File: config.mk
export PLATFORM = sky130hd
export DESIGN_NAME = divisor_sequencial_8bits
export DESIGN_NICKNAME = d
export VERILOG_FILES = /design/src/rtl/divisor_sequencial_8bits.sv
export SDC_FILE = /design/constraint.sdc
export NUM_CORES = 1
export LEC_CHECK = 0
export CAP_MARGIN = 5
export CORE_MARGIN = 3
export CORE_UTILIZATION = 40
export DETAILED_ROUTE_END_ITERATION = 7
export SYNTH_ARGS = -nofsm -noshare
export SYNTH_HDL_FRONTEND = slang
export SYNTH_SLANG_ARGS = --single-unit
export TNS_END_PERCENT = 10
File: constraint.sdc
create_clock -name clk -period 4.4 [get_ports clk]
set_input_delay 0.88 -clock clk [delete_from_list [all_inputs] [get_ports clk]]
set_output_delay 0.88 -clock clk [all_outputs]
set_load 0.02 [all_outputs]
File: src/rtl/divisor_sequencial_8bits.sv
`default_nettype none
// ============================================================================
// Module      : divisor_sequencial_8bits
// Description : 8-bit unsigned restoring divider, one quotient bit per cycle,
//               with start/busy/done handshake and divide-by-zero flag.
// Revision    : 1.0 - initial release
// ============================================================================
module divisor_sequencial_8bits (
  input  logic       clk,
  input  logic       rst_n,
  input  logic       iniciar,
  input  logic [7:0] dividendo,
  input  logic [7:0] divisor,
  output logic [7:0] quociente,
  output logic [7:0] resto,
  output logic       ocupado,
  output logic       pronto,
  output logic       div_zero
);

  typedef enum logic [1:0] {
    OCIOSO  = 2'd0,
    CALCULA = 2'd1,
    FIM     = 2'd2
  } estado_t;

  estado_t    r_estado;
  logic [7:0] r_d;
  logic [7:0] r_v;
  logic [7:0] r_r;
  logic [2:0] r_cnt;

  logic [8:0] w_t;
  logic [7:0] w_dif;
  logic       w_borrow;
  logic       w_qbit;
  logic [7:0] w_r_next;
  logic [7:0] w_d_next;

  // A set T[8] means T >= 256 > V, so no borrow and the 8-bit wrapped difference is exact.
  assign w_t      = {r_r, r_d[7]};
  assign w_dif    = w_t[7:0] - r_v;
  assign w_borrow = ~w_t[8] & (w_t[7:0] < r_v);
  assign w_qbit   = ~w_borrow;
  assign w_r_next = w_borrow ? w_t[7:0] : w_dif;
  assign w_d_next = {r_d[6:0], w_qbit};

  always_ff @(posedge clk or negedge rst_n) begin
    if (!rst_n) begin
      r_estado  <= OCIOSO;
      r_d       <= 8'd0;
      r_v       <= 8'd0;
      r_r       <= 8'd0;
      r_cnt     <= 3'd0;
      quociente <= 8'd0;
      resto     <= 8'd0;
      div_zero  <= 1'b0;
      pronto    <= 1'b0;
      ocupado   <= 1'b0;
    end else begin
      pronto <= 1'b0;
      case (r_estado)
        // FIM hands over to OCIOSO on this edge; a start present here is taken
        // as the first idle sample, giving one division every 9 cycles.
        OCIOSO, FIM: begin
          r_estado <= OCIOSO;
          ocupado  <= 1'b0;
          if (iniciar) begin
            r_d     <= dividendo;
            r_v     <= divisor;
            r_r     <= 8'd0;
            r_cnt   <= 3'd0;
            ocupado <= 1'b1;
            if (divisor == 8'd0) begin
              quociente <= 8'hFF;
              resto     <= dividendo;
              div_zero  <= 1'b1;
              pronto    <= 1'b1;
              r_estado  <= FIM;
            end else begin
              r_estado <= CALCULA;
            end
          end
        end
        CALCULA: begin
          r_d   <= w_d_next;
          r_r   <= w_r_next;
          r_cnt <= r_cnt + 3'd1;
          if (r_cnt == 3'd7) begin
            quociente <= w_d_next;
            resto     <= w_r_next;
            div_zero  <= 1'b0;
            pronto    <= 1'b1;
            r_estado  <= FIM;
          end
        end
        default: begin
          r_estado <= OCIOSO;
          ocupado  <= 1'b0;
        end
      endcase
    end
  end

endmodule
`default_nettype wire

## Yosys cells after proc, flatten, opt, wreduce, memory -nomap -nowiden

Index checks and enable logic that the tools add are counted.
W data, S select, Z words.

- Flip-flop bits (word level): 48
- Input bits: 19
- Output and inout port bits: 19
- Word-level logic and storage cells: 58

- $add $sub $neg: 2
- $lt $le $gt $ge: 1
- Equal/unequal tests: 6
- Muxes and demuxes: 29
- Bitwise gates (word level): 3
- Reductions and logical operators: 7

Operators by type and width:

| cell | count |
|---|---|
| $mux W8 | 9 |
| $pmux W8 S2 | 4 |
| $logic_not A8 Y1 | 1 |
| $lt A8 B8 Y1 | 1 |
| $sub A8 B8 Y8 | 1 |
| $mux W1 | 7 |
| $mux W2 | 3 |
| $ne A2 B2 Y1 const B | 3 |
| $pmux W1 S2 | 3 |
| $pmux W3 S2 | 1 |
| $pmux W2 S2 | 1 |
| $reduce_and A2 Y1 | 2 |
| $reduce_and A4 Y1 | 1 |
| $add A3 B1 Y3 const B | 1 |
| $eq A3 B3 Y1 const B | 1 |
| $mux W3 | 1 |
| $eq A2 B1 Y1 const B | 1 |
| $eq A2 B2 Y1 const B | 1 |
| $logic_not A2 Y1 | 1 |
| $not A1 Y1 | 2 |
| $reduce_bool A2 Y1 | 1 |
| $reduce_or A2 Y1 | 1 |
| $and A1 B1 Y1 | 1 |

## Longest topological paths before layout

- Depth in word-level cells: 5
- Mapped depth: 9
- Depth with buffers taken out: 9

## Worst setup path before layout

No wires, ideal clock.

- Path kind: reg-to-reg
- Start point: reg r_d[7]
- End point: reg resto[3]
- Library setup time: 126 ps
- Data arrival time: 2095 ps
- Data required time: 4274 ps
- Path slack: 2179 ps
- Stages on the path, launching flop included: 10
- Buffers on the path: 0
- Period minus slack after synthesis: 2221 ps
- Cell sequence: dfrtp_1 inv_1 ha_1 inv_1 fa_1 a211oi_2 o31ai_4 o21ai_2 nor2_1 o32a_1

- Cells in the longest elaborated chain, start to end: 5
- Elaborated cells on any way between the ends: 6
- Classes of those cells: add/sub: 1; order compare: 1; mux: 3; bitwise: 1

Ends and longest elaborated chain:

| what | line | text |
|---|---|---|
| start: declaration | 28 | `logic [7:0] r_d;` |
| start signal: assignment | 69 | `r_d <= dividendo;` |
| start signal: assignment | 86 | `r_d <= w_d_next;` |
| $lt A8 B8 Y1 | 43 | `assign w_borrow = ~w_t[8] & (w_t[7:0] < r_v);` |
| $and A1 B1 Y1 | 43 |  |
| $mux W8 * | 45 | `assign w_r_next = w_borrow ? w_t[7:0] : w_dif;` |
| $mux W8 * | 89 | `if (r_cnt == 3'd7) begin` |
| $pmux W8 S2 * | 62 | `case (r_estado)` |
| end signal: assignment | 76 | `resto <= dividendo;` |
| end signal: assignment | 91 | `resto <= w_r_next;` |
| end: declaration | 15 | `output logic [7:0] resto,` |

Every way passes the cells marked *; elsewhere a longest branch is shown, timed or not. The select of a mux whose other input is x is not followed.
A chain may end at the register's enable or synchronous reset.

## Worst setup path in the final report

- Start point: in divisor[5]
- End point: reg quociente[0]

- Cells in the longest elaborated chain, start to end: 3

Ends and longest elaborated chain:

| what | line | text |
|---|---|---|
| start: declaration | 13 | `input logic [7:0] divisor,` |
| $logic_not A8 Y1 | 74 | `if (divisor == 8'd0) begin` |
| $ne A2 B2 Y1 (no source line) | -- |  |
| $reduce_and A4 Y1 (no source line) | -- |  |
| end signal: assignment | 90 | `quociente <= w_d_next;` |
| end: declaration | 14 | `output logic [7:0] quociente,` |

No other way between the ends.

==> Implementation_results.wiki <==
{| class="wikitable"
! Metric !! Value
|-
| Status || completed
|-
| Clock tree from TritonCTS || built
|-
| Number of vias in the routed layout || 1839
|-
| RSZ-0062 raised after global routing || no
|-
| Data arrival time of the critical path || 3.14 ns
|-
| Gp weighted congestion || 0.7681
|-
| Post-layout min period || 2.936 ns
|-
| Slew of the pin with the lowest slew margin || 0.9740 ns
|-
| Number of buffers between clock root and the deepest sink || 2
|-
| Number of clock sinks || 48
|-
| Most area-hungry cell type in the Yosys netlist || sky130_fd_sc_hd__dfrtp_1
|-
| Count of endpoints failing setup in the final report || 0
|-
| Worst Setup Path Type || input port to flop
|-
| Placed insts || 344
|-
| Peak supply drop || 0.0003580 V
|-
| Starting density of the core || 42.36%
|-
| Ports placed on the boundary || 38
|-
| Height of the die || 83.30 µm
|-
| Leading cell types by total area after synthesis || sky130_fd_sc_hd__dfrtp_1 (50%), sky130_fd_sc_hd__nand2_1 (6.3%), sky130_fd_sc_hd__ha_1 (5.2%)
|-
| Dominant register cell in the synthesized netlist || sky130_fd_sc_hd__dfrtp_1
|-
| Synthesis Warnings || 0
|-
| Average cell area after synthesis || 9.794 µm²
|-
| Worst path required time || 4.61 ns
|-
| Remaining max-slew budget at the tightest pin || 34.82%
|-
| H-tree depth reported by CTS || 2
|-
| Port bufs || 37
|-
| Number of setup buffers added after CTS || 0
|-
| Critical path peak fanout || 25
|-
| Share of post-route cells with drive strength above 1 || 8.571%
|-
| Area grow syn2layout || 22.62%
|-
| Leak || 1.301 nW
|-
| DR pass1 iterations || 4
|-
| Final ANT Viol Nets || 0
|-
| Inserted Clock Buffers || 5
|-
| Post-Layout Cell Count || 352
|-
| Sequential element share of the synthesized area || 50.26%
|-
| Area share of the leading cell type in the synthesized netlist || 50.26%
|-
| Pin count of the biggest net entering global routing || 49
|-
| Maximum single-stage delay on the critical path || 0.73 ns
|-
| Class of the tightest hold or removal check || flop to flop
|-
| Clock transition at path regs || 0.09 ns
|-
| Number of hold-slack violations in the final timing report || 0
|-
| Startpoint types || input port
|-
| # fillers || 536
|-
| Initial antenna violation count || 0
|-
| Die width || 83.30 µm
|-
| Synthesized flop and latch total || 48
|-
| Share of the clock period used by the worst path || 66.73%
|-
| Clk Tree Root Cell || sky130_fd_sc_hd__clkbuf_8
|-
| First DRT Iteration DRCs || 83
|-
| Endpoint kind of the worst setup timing path || flop
|-
| Remaining global-route overflow || 0
|-
| Post-synth EDFFs || 0
|-
| Worst clock skew on the final layout || 0.01114 ns
|-
| Number of vias per cell || 5.224
|-
| Cell Pwr Density || 895.9 nW/µm²
|-
| Cell area after synthesis || 2390 µm²
|-
| Row Count || 27
|-
| Total Die Area || 6938 µm²
|-
| Vias in the first global route || 1910
|-
| Cell with the largest stage delay on the worst path || sky130_fd_sc_hd__nand2_1
|-
| Total Negative Setup Slacks || 0 ns
|-
| Number of cells produced by synthesis || 244
|-
| Setup slack of the worst register-to-register path || 1.85 ns
|-
| Peak clock frequency supported by timing || 340.6 MHz
|-
| Global-route wire length before repair || 9632 µm
|-
| Routed WL || 5492 µm
|-
| Final HPWL DP || 4009 µm
|-
| Post-CTS Resized || 0
|-
| Total routing resource utilization after global routing || 17.20%
|-
| Synth Net Count || 274
|-
| Skew-Pair Late Insertion Delay || 0.30 ns
|-
| Ordered list of cells on the worst path || clkdlybuf4s50_1 > nor4_1 > nand3_1 > nand2_1 > nor2_1 > a31oi_1
|-
| Remaining design rule violation count || 0
|-
| Max-cap check violation count || 0
|-
| Count of different cell masters after synthesis || 39
|-
| Routed WL per cell || 15.60 µm
|-
| CTS Hold Bufs || 0
|-
| # diodes || 0
|-
| Async S/R FF share, synth || 100.0%
|-
| Fin. max-slew vios || 0
|-
| NumNets Final || 309
|-
| Dominant delay contributor by cell family on the critical path || simple AND/OR/NAND/NOR gates
|-
| Area of the core || 5642 µm²
|-
| Combined buffer and inverter count along the critical path || 1
|}
==> final timing paths <==
check,startpoint,end,cells past startpoint
max,divisor[5],quociente[0]$_DFFE_PN0P_,6
min,ocupado$_DFFE_PN0N_,ocupado$_DFFE_PN0N_,2
max reg2reg,r_d[7]$_DFFE_PN0P_,resto[6]$_DFFE_PN0P_,9
min reg2reg,ocupado$_DFFE_PN0N_,ocupado$_DFFE_PN0N_,2
max in group asynchronous,rst_n,r_d[3]$_DFFE_PN0P_,2
min in group asynchronous,rst_n,r_v[3]$_DFFE_PN0P_,2
==> synthesized netlist by cell type, types with 3 or more instances <==
cell type / number
sky130_fd_sc_hd__nor2b_1: 3
sky130_fd_sc_hd__nand2_1: 40
sky130_fd_sc_hd__clkbuf_1: 7
sky130_fd_sc_hd__a21oi_1: 13
sky130_fd_sc_hd__and3_4: 4
sky130_fd_sc_hd__buf_2: 3
sky130_fd_sc_hd__o21a_1: 8
sky130_fd_sc_hd__a211o_1: 4
sky130_fd_sc_hd__a21o_1: 4
sky130_fd_sc_hd__o21ai_0: 14
sky130_fd_sc_hd__nand3_1: 4
sky130_fd_sc_hd__ha_1: 10
sky130_fd_sc_hd__o32a_1: 6
sky130_fd_sc_hd__inv_1: 10
sky130_fd_sc_hd__a31oi_1: 10
sky130_fd_sc_hd__xnor2_1: 3
sky130_fd_sc_hd__dfrtp_1: 48
sky130_fd_sc_hd__nor2_1: 27
==> power breakdown <==
group          leakage (nW)  switching, mW  internal [mW]
sequential            0.562          0.125          0.658
combinational         0.685          0.840          0.671
clock                0.0548          0.160          0.171
==> worst min-delay path, stage by stage, from the launching register on <==
cell,delay [ns]
sky130_fd_sc_hd__dfrtp_1,0.35
sky130_fd_sc_hd__nand2_1,0.05
sky130_fd_sc_hd__nand2_1,0.06
==> kinds of logic (layout without fill, tap and decap cells) <==
kind of cell | after synthesis | count (layout) | synth area share [%]
AND/OR/NAND/NOR | 86 | 86 | 16.18
AO/OA/AOI/OAI | 73 | 73 | 22.25
flip-flops | 48 | 48 | 50.26
buffers and inverters | 22 | 58 | 3.770
adder cells (fa/ha/maj) | 11 | 11 | 6.073
XOR/XNOR | 4 | 4 | 1.466
==> cells in the final DEF, fill, tap and decap left out, drive strengths merged, types with 7 or more instances in the layout <==
cell,count
a31oi,10
o21a,8
and3,7
clkdlybuf4s50,36
o21ai,16
a21oi,13
nor2,27
dfrtp,48
inv,11
ha,10
nand2,40
==> through the flow <==
stage          hold slack [ns]  area [µm²]  power (mW)  util (%)  worst slack, ns
2_1_floorplan           0.4497        2390       1.870         -            2.179
3_3_place_gp            0.4706        2815       2.282     49.90            1.207
3_5_place_dp            0.4758        2815       2.313     49.90            1.138
4_1_cts                 0.4993        2930       2.654     51.94            1.450
5_1_grt                 0.5258        2930       2.876     51.94            1.197
6_report                0.4907        2930       2.625     51.94            1.464
==> layer usage <==
metal	GRT usage (%)	vias to the layer above	share of wire, %
li1	-	935	-
met1	24.23	869	49
met2	27.11	33	47
met3	3.968	2	3.5
met4	3.566	0	0.51
met5	0	-	0
==> area by class of cell <==
type | count | area, µm² | share of cell area [%]
clock buffer | 5 | 68.82 | 2.348
clock inverter | 3 | 46.29 | 1.580
inverter | 10 | 37.54 | 1.281
multi-input combinational | 174 | 1099 | 37.49
sequential | 48 | 1201 | 40.99
tap | 72 | 90.09 | 3.074
timing repair buffer | 40 | 387.9 | 13.24
==> sequential cells by signal, indices dropped and copies added, names as in the netlist <==
name / flops
pronto: 1
quociente: 8
ocupado: 1
div_zero: 1
r_d: 8
r_cnt: 3
resto: 8
r_estado: 2
r_r: 8
r_v: 8
(Power assumes the default switching activity.)
==> edit 1, RTL diff (same flow settings) <==
Register the input `divisor` before use, without a reset. The logic sees it one clock later. The other inputs are not delayed to match.
--- a/src/rtl/divisor_sequencial_8bits.sv
+++ b/src/rtl/divisor_sequencial_8bits.sv
@@ -23,6 +23,12 @@
     CALCULA = 2'd1,
     FIM     = 2'd2
   } estado_t;
+
+  logic [7:0] divisor_q;
+
+  always_ff @(posedge clk) begin
+    divisor_q <= divisor;
+  end
 
   estado_t    r_estado;
   logic [7:0] r_d;
@@ -67,11 +73,11 @@
           ocupado  <= 1'b0;
           if (iniciar) begin
             r_d     <= dividendo;
-            r_v     <= divisor;
+            r_v     <= divisor_q;
             r_r     <= 8'd0;
             r_cnt   <= 3'd0;
             ocupado <= 1'b1;
-            if (divisor == 8'd0) begin
+            if (divisor_q == 8'd0) begin
               quociente <= 8'hFF;
               resto     <= dividendo;
               div_zero  <= 1'b1;
Formal check against the unedited RTL: not equivalent (Yosys sat finds a counterexample within 4 cycles, from zero or initial values and one cycle with rst_n low).
==> edit 1 against the original RTL <==
  * Routed wire length up 2.9%
  * Setup slack worse by 0.30 ns
  * Final area rose by 5.7%
  * Cell count increased by 8.5%
  * Non-clock buffer count stayed put
  * Area after synthesis increased by 7.6%
  * Power grew 3.4%
  * Sequential cell count is 8 higher
  * Largest cell class unchanged
  * Highest routed layer unchanged
==> edit 1: results (changes against the original RTL) <==
Reg2reg path depth -> 5 (was 9)
Worst path slowest cell -> nand2_1 (unchanged)
Status -> completed (unchanged)
Register area share after synthesis -> 0.5294 (was 0.5026)
Top cells by area, synth -> dfrtp_1, nand2_1, dfxtp_1, ha_1, nor2_1 (was dfrtp_1, nand2_1, ha_1, nor2_1, o21ai_0)
Peak supply drop -> 344.1 µV (was 358.0 µV)
DP Cell Count -> 374 (was 344)
Syn nets -> 301 (was 274)
Vias per cell -> 5.230 (was 5.224)
Net switching fraction of the power -> 0.4380 (was 0.4284)
Metal3 WL -> 236 µm (was 192 µm)
DR vias -> 1998 (was 1839)
R2r setup slk -> 1.82 ns (was 1.85 ns)
Reg2reg start -> r_estado[0] (was r_d[7])
Async S/R FF share, synth -> 0.8571 (was 1.000)
Final nets -> 336 (was 309)
Setup Skew -> 0.005553 ns (was 0.01114 ns)
Initial DRC Count -> 106 (was 83)
Synth Area per Inst -> 9.488 µm² (was 9.794 µm²)
Hold Crit Start -> divisor_q[0] (was ocupado)
Met1 WL -> 2780 µm (was 2710 µm)
CP max stage delay -> 0.76 ns (was 0.73 ns)
Wire per inst -> 14.79 µm (was 15.60 µm)
Fill count -> 561 (was 536)
Total GRT Usage -> 0.1642 (was 0.1720)
GPL Wtd Cong -> 0.8248 (was 0.7681)
Pre-CTS setup slack -> 0.8159 ns (was 1.138 ns)
Final HPWL DP -> 4103 µm (was 4009 µm)
Post-DP Area -> 3004 µm² (was 2815 µm²)
Metal2 WL -> 2569 µm (was 2560 µm)
Share of layout cells above drive strength 1 -> 0.05863 (was 0.08571)
Reg-to-reg critical path endpoint -> resto[1] (was resto[6])
Count of cell types in the netlist -> 40 (was 39)
P_leak -> 1.361 nW (was 1.301 nW)
Initial antenna violation count -> 0 (unchanged)
Actual slew at the worst max-slew pin -> 1.042 ns (was 0.9740 ns)
Global-route wire length before repair -> 9577 µm (was 9632 µm)
Commonest cells post-synth -> nand2_1, dfrtp_1, nor2_1 (was dfrtp_1, nand2_1, nor2_1)
Hold/Removal Path Class -> reg2reg (unchanged)
Hold EP -> r_v[0] (was ocupado)
edit 1: cells by family after synthesis:
group,count (synthesis),synth area share
adder cells (fa/ha/maj),11,0.05645
flip-flops,56,0.5294
buffers and inverters,23,0.03503
AND/OR/NAND/NOR,104,0.1742
XOR/XNOR,4,0.01363
AO/OA/AOI/OAI,72,0.1874
multiplexers,1,0.003893
edit 1: worst max path at each step:
| stage | from | endpoint | slack, ns | cells after the start |
|---|---|---|---|---|
| 2_1_floorplan | r_d[7] | r_r[6] | 2.30 | 9 |
| 3_3_place_gp | iniciar | resto[1] | 1.00 | 6 |
| 3_5_place_dp | iniciar | resto[1] | 0.82 | 6 |
| 4_1_cts | iniciar | resto[1] | 1.14 | 6 |
| 5_1_grt | iniciar | quociente[5] | 0.79 | 6 |
| 6_report | iniciar | resto[1] | 1.17 | 6 |
edit 1: stage by stage:
stage          utilization  hold WS, ns
2_1_floorplan            -       0.4125
6_report            0.5111       0.4481
3_5_place_dp        0.4957       0.4371
4_1_cts             0.5111       0.4435
5_1_grt             0.5111       0.4930
3_3_place_gp        0.4957       0.4300
edit 1: cell type report:
cell class | instances | area share
timing repair buffer | 40 | 0.1252
clock buffer | 7 | 0.02787
multi-input combinational | 192 | 0.3615
inverter | 11 | 0.01333
clock inverter | 1 | 0.002423
sequential | 56 | 0.4394
tap | 75 | 0.03029
edit 1: power by group through the flow:
stage	Clock (mW)	Sequential, mW	Combinational (mW)
2_1_floorplan	0	0.926	1.05
3_3_place_gp	0	0.859	1.56
3_5_place_dp	0	0.859	1.59
4_1_cts	0.298	0.850	1.60
5_1_grt	0.322	0.877	1.77
6_report	0.290	0.850	1.57
edit 1: layer usage:
layer | vias to the layer above | GRT usage
li1 | 1005 | -
met1 | 945 | 0.2413
met4 | 0 | 0.04391
met5 | - | 0
met3 | 6 | 0.03707
met2 | 42 | 0.2453
edit 1: tightest hold or removal path, stage by stage, from the launching register on:
cell and delay, ns:
dfxtp_1 0.32, nand2_1 0.06, nand2_1 0.04
==> edit 2, RTL diff (same flow settings) <==
Made on the original files. Re-encode `estado_t` (3 values) as one-hot, 3 bits wide.
--- a/src/rtl/divisor_sequencial_8bits.sv
+++ b/src/rtl/divisor_sequencial_8bits.sv
@@ -18,10 +18,10 @@
   output logic       div_zero
 );
 
-  typedef enum logic [1:0] {
-    OCIOSO  = 2'd0,
-    CALCULA = 2'd1,
-    FIM     = 2'd2
+  typedef enum logic [2:0] {
+    OCIOSO  = 3'b001,
+    CALCULA = 3'b010,
+    FIM     = 3'b100
   } estado_t;
 
   estado_t    r_estado;
Formal check against the unedited RTL: no difference found for any inputs over 10 cycles, from zero or initial values and one cycle with rst_n low; not proved beyond that.
==> edit 2 against the original RTL <==
  * Power is 35% lower
  * Sequential cell count is 1 higher
  * Final area is 2.9% lower
  * Global-route usage is 0.76 points lower
  * Area after synthesis is 2.2% lower
  * Worst hold slack worse by 0.0083 ns
  * Count of clock-buffer cells in the layout is 1 higher
  * Utilization is 0.90 points lower
  * Setup slack better by 0.18 ns
  * Die area is 2.0% lower
  * Routed wire length is 9.4% lower
  * Sequential share of layout area is 2.1 points higher
==> edit 2: results (changes against the original RTL) <==
Actual slew at the worst max-slew pin -> 0.7115 ns (was 0.9740 ns)
Mux cell area share after synthesis -> 0.03480 (was 0)
Peak supply drop -> 334.2 µV (was 358.0 µV)
Multi-input logic area -> 1017 µm² (was 1099 µm²)
Layout clock area frac -> 0.03386 (was 0.03928)
Xor/xnor share of the synthesized area -> 0.01499 (was 0.01466)
Share of layout cells above drive strength 1 -> 0.06810 (was 0.08571)
Fill count -> 522 (was 536)
Psw -> 0.6621 mW (was 1.125 mW)
Global-route wire length before repair -> 8293 µm (was 9632 µm)
P_leak -> 1.261 nW (was 1.301 nW)
Post-DP Area -> 2749 µm² (was 2815 µm²)
Post-synthesis adder-cell area fraction -> 0.06210 (was 0.06073)
Total GRT Usage -> 0.1645 (was 0.1720)
Worst EP arrival -> 2.98 ns (was 3.14 ns)
Post-Syn Instances -> 243 (was 244)
Register area share after synthesis -> 0.5252 (was 0.5026)
Syn nets -> 273 (was 274)
Register area -> 1227 µm² (was 1201 µm²)
Count of cell types in the netlist -> 38 (was 39)
Final HPWL DP -> 3605 µm (was 4009 µm)
Sequential cell area share -> 0.4314 (was 0.4099)
# clk buffers -> 6 (was 5)
Fin cells -> 351 (was 352)
Wire per inst -> 14.18 µm (was 15.60 µm)
Status -> completed (unchanged)
Pin count of the biggest net entering global routing -> 50 (was 49)
CP max stage delay -> 0.57 ns (was 0.73 ns)
Commonest cells post-synth -> dfrtp_1, nand2_1, nor2_1 (unchanged)
Top cells by area, synth -> dfrtp_1, nand2_1, a21oi_1, ha_1, nor2_1 (was dfrtp_1, nand2_1, ha_1, nor2_1, o21ai_0)
Pre-CTS setup slack -> 1.339 ns (was 1.138 ns)
-- edit 2: worst paths after layout --
check	cells past startpoint	end	slack, ns	from
max in group asynchronous	2	ocupado	3.30	rst_n
worst min register to register	2	ocupado	0.48	ocupado
worst max register to register	10	resto[5]	1.85	r_d[7]
worst max-delay path	7	resto[1]	1.64	divisor[5]
worst min-delay path	2	ocupado	0.48	ocupado
min in group asynchronous	2	r_v[5]	0.67	rst_n
-- edit 2: power by group through the flow --
stage	combinational (mW)	sequential [mW]	clock (mW)
2_1_floorplan	0.580	0.673	0
6_report	0.755	0.667	0.280
3_5_place_dp	0.760	0.676	0
5_1_grt	0.857	0.682	0.309
3_3_place_gp	0.751	0.675	0
4_1_cts	0.763	0.667	0.289
-- edit 2: metal layers --
metal	up-vias	wire, µm	part of all wire	global-route usage
met3	2	180	0.036	0.04772
met5	-	0	0	0
met4	0	27	0.0054	0.04319
met1	865	2438	0.49	0.2315
met2	33	2330	0.47	0.2476
li1	902	-	-	-
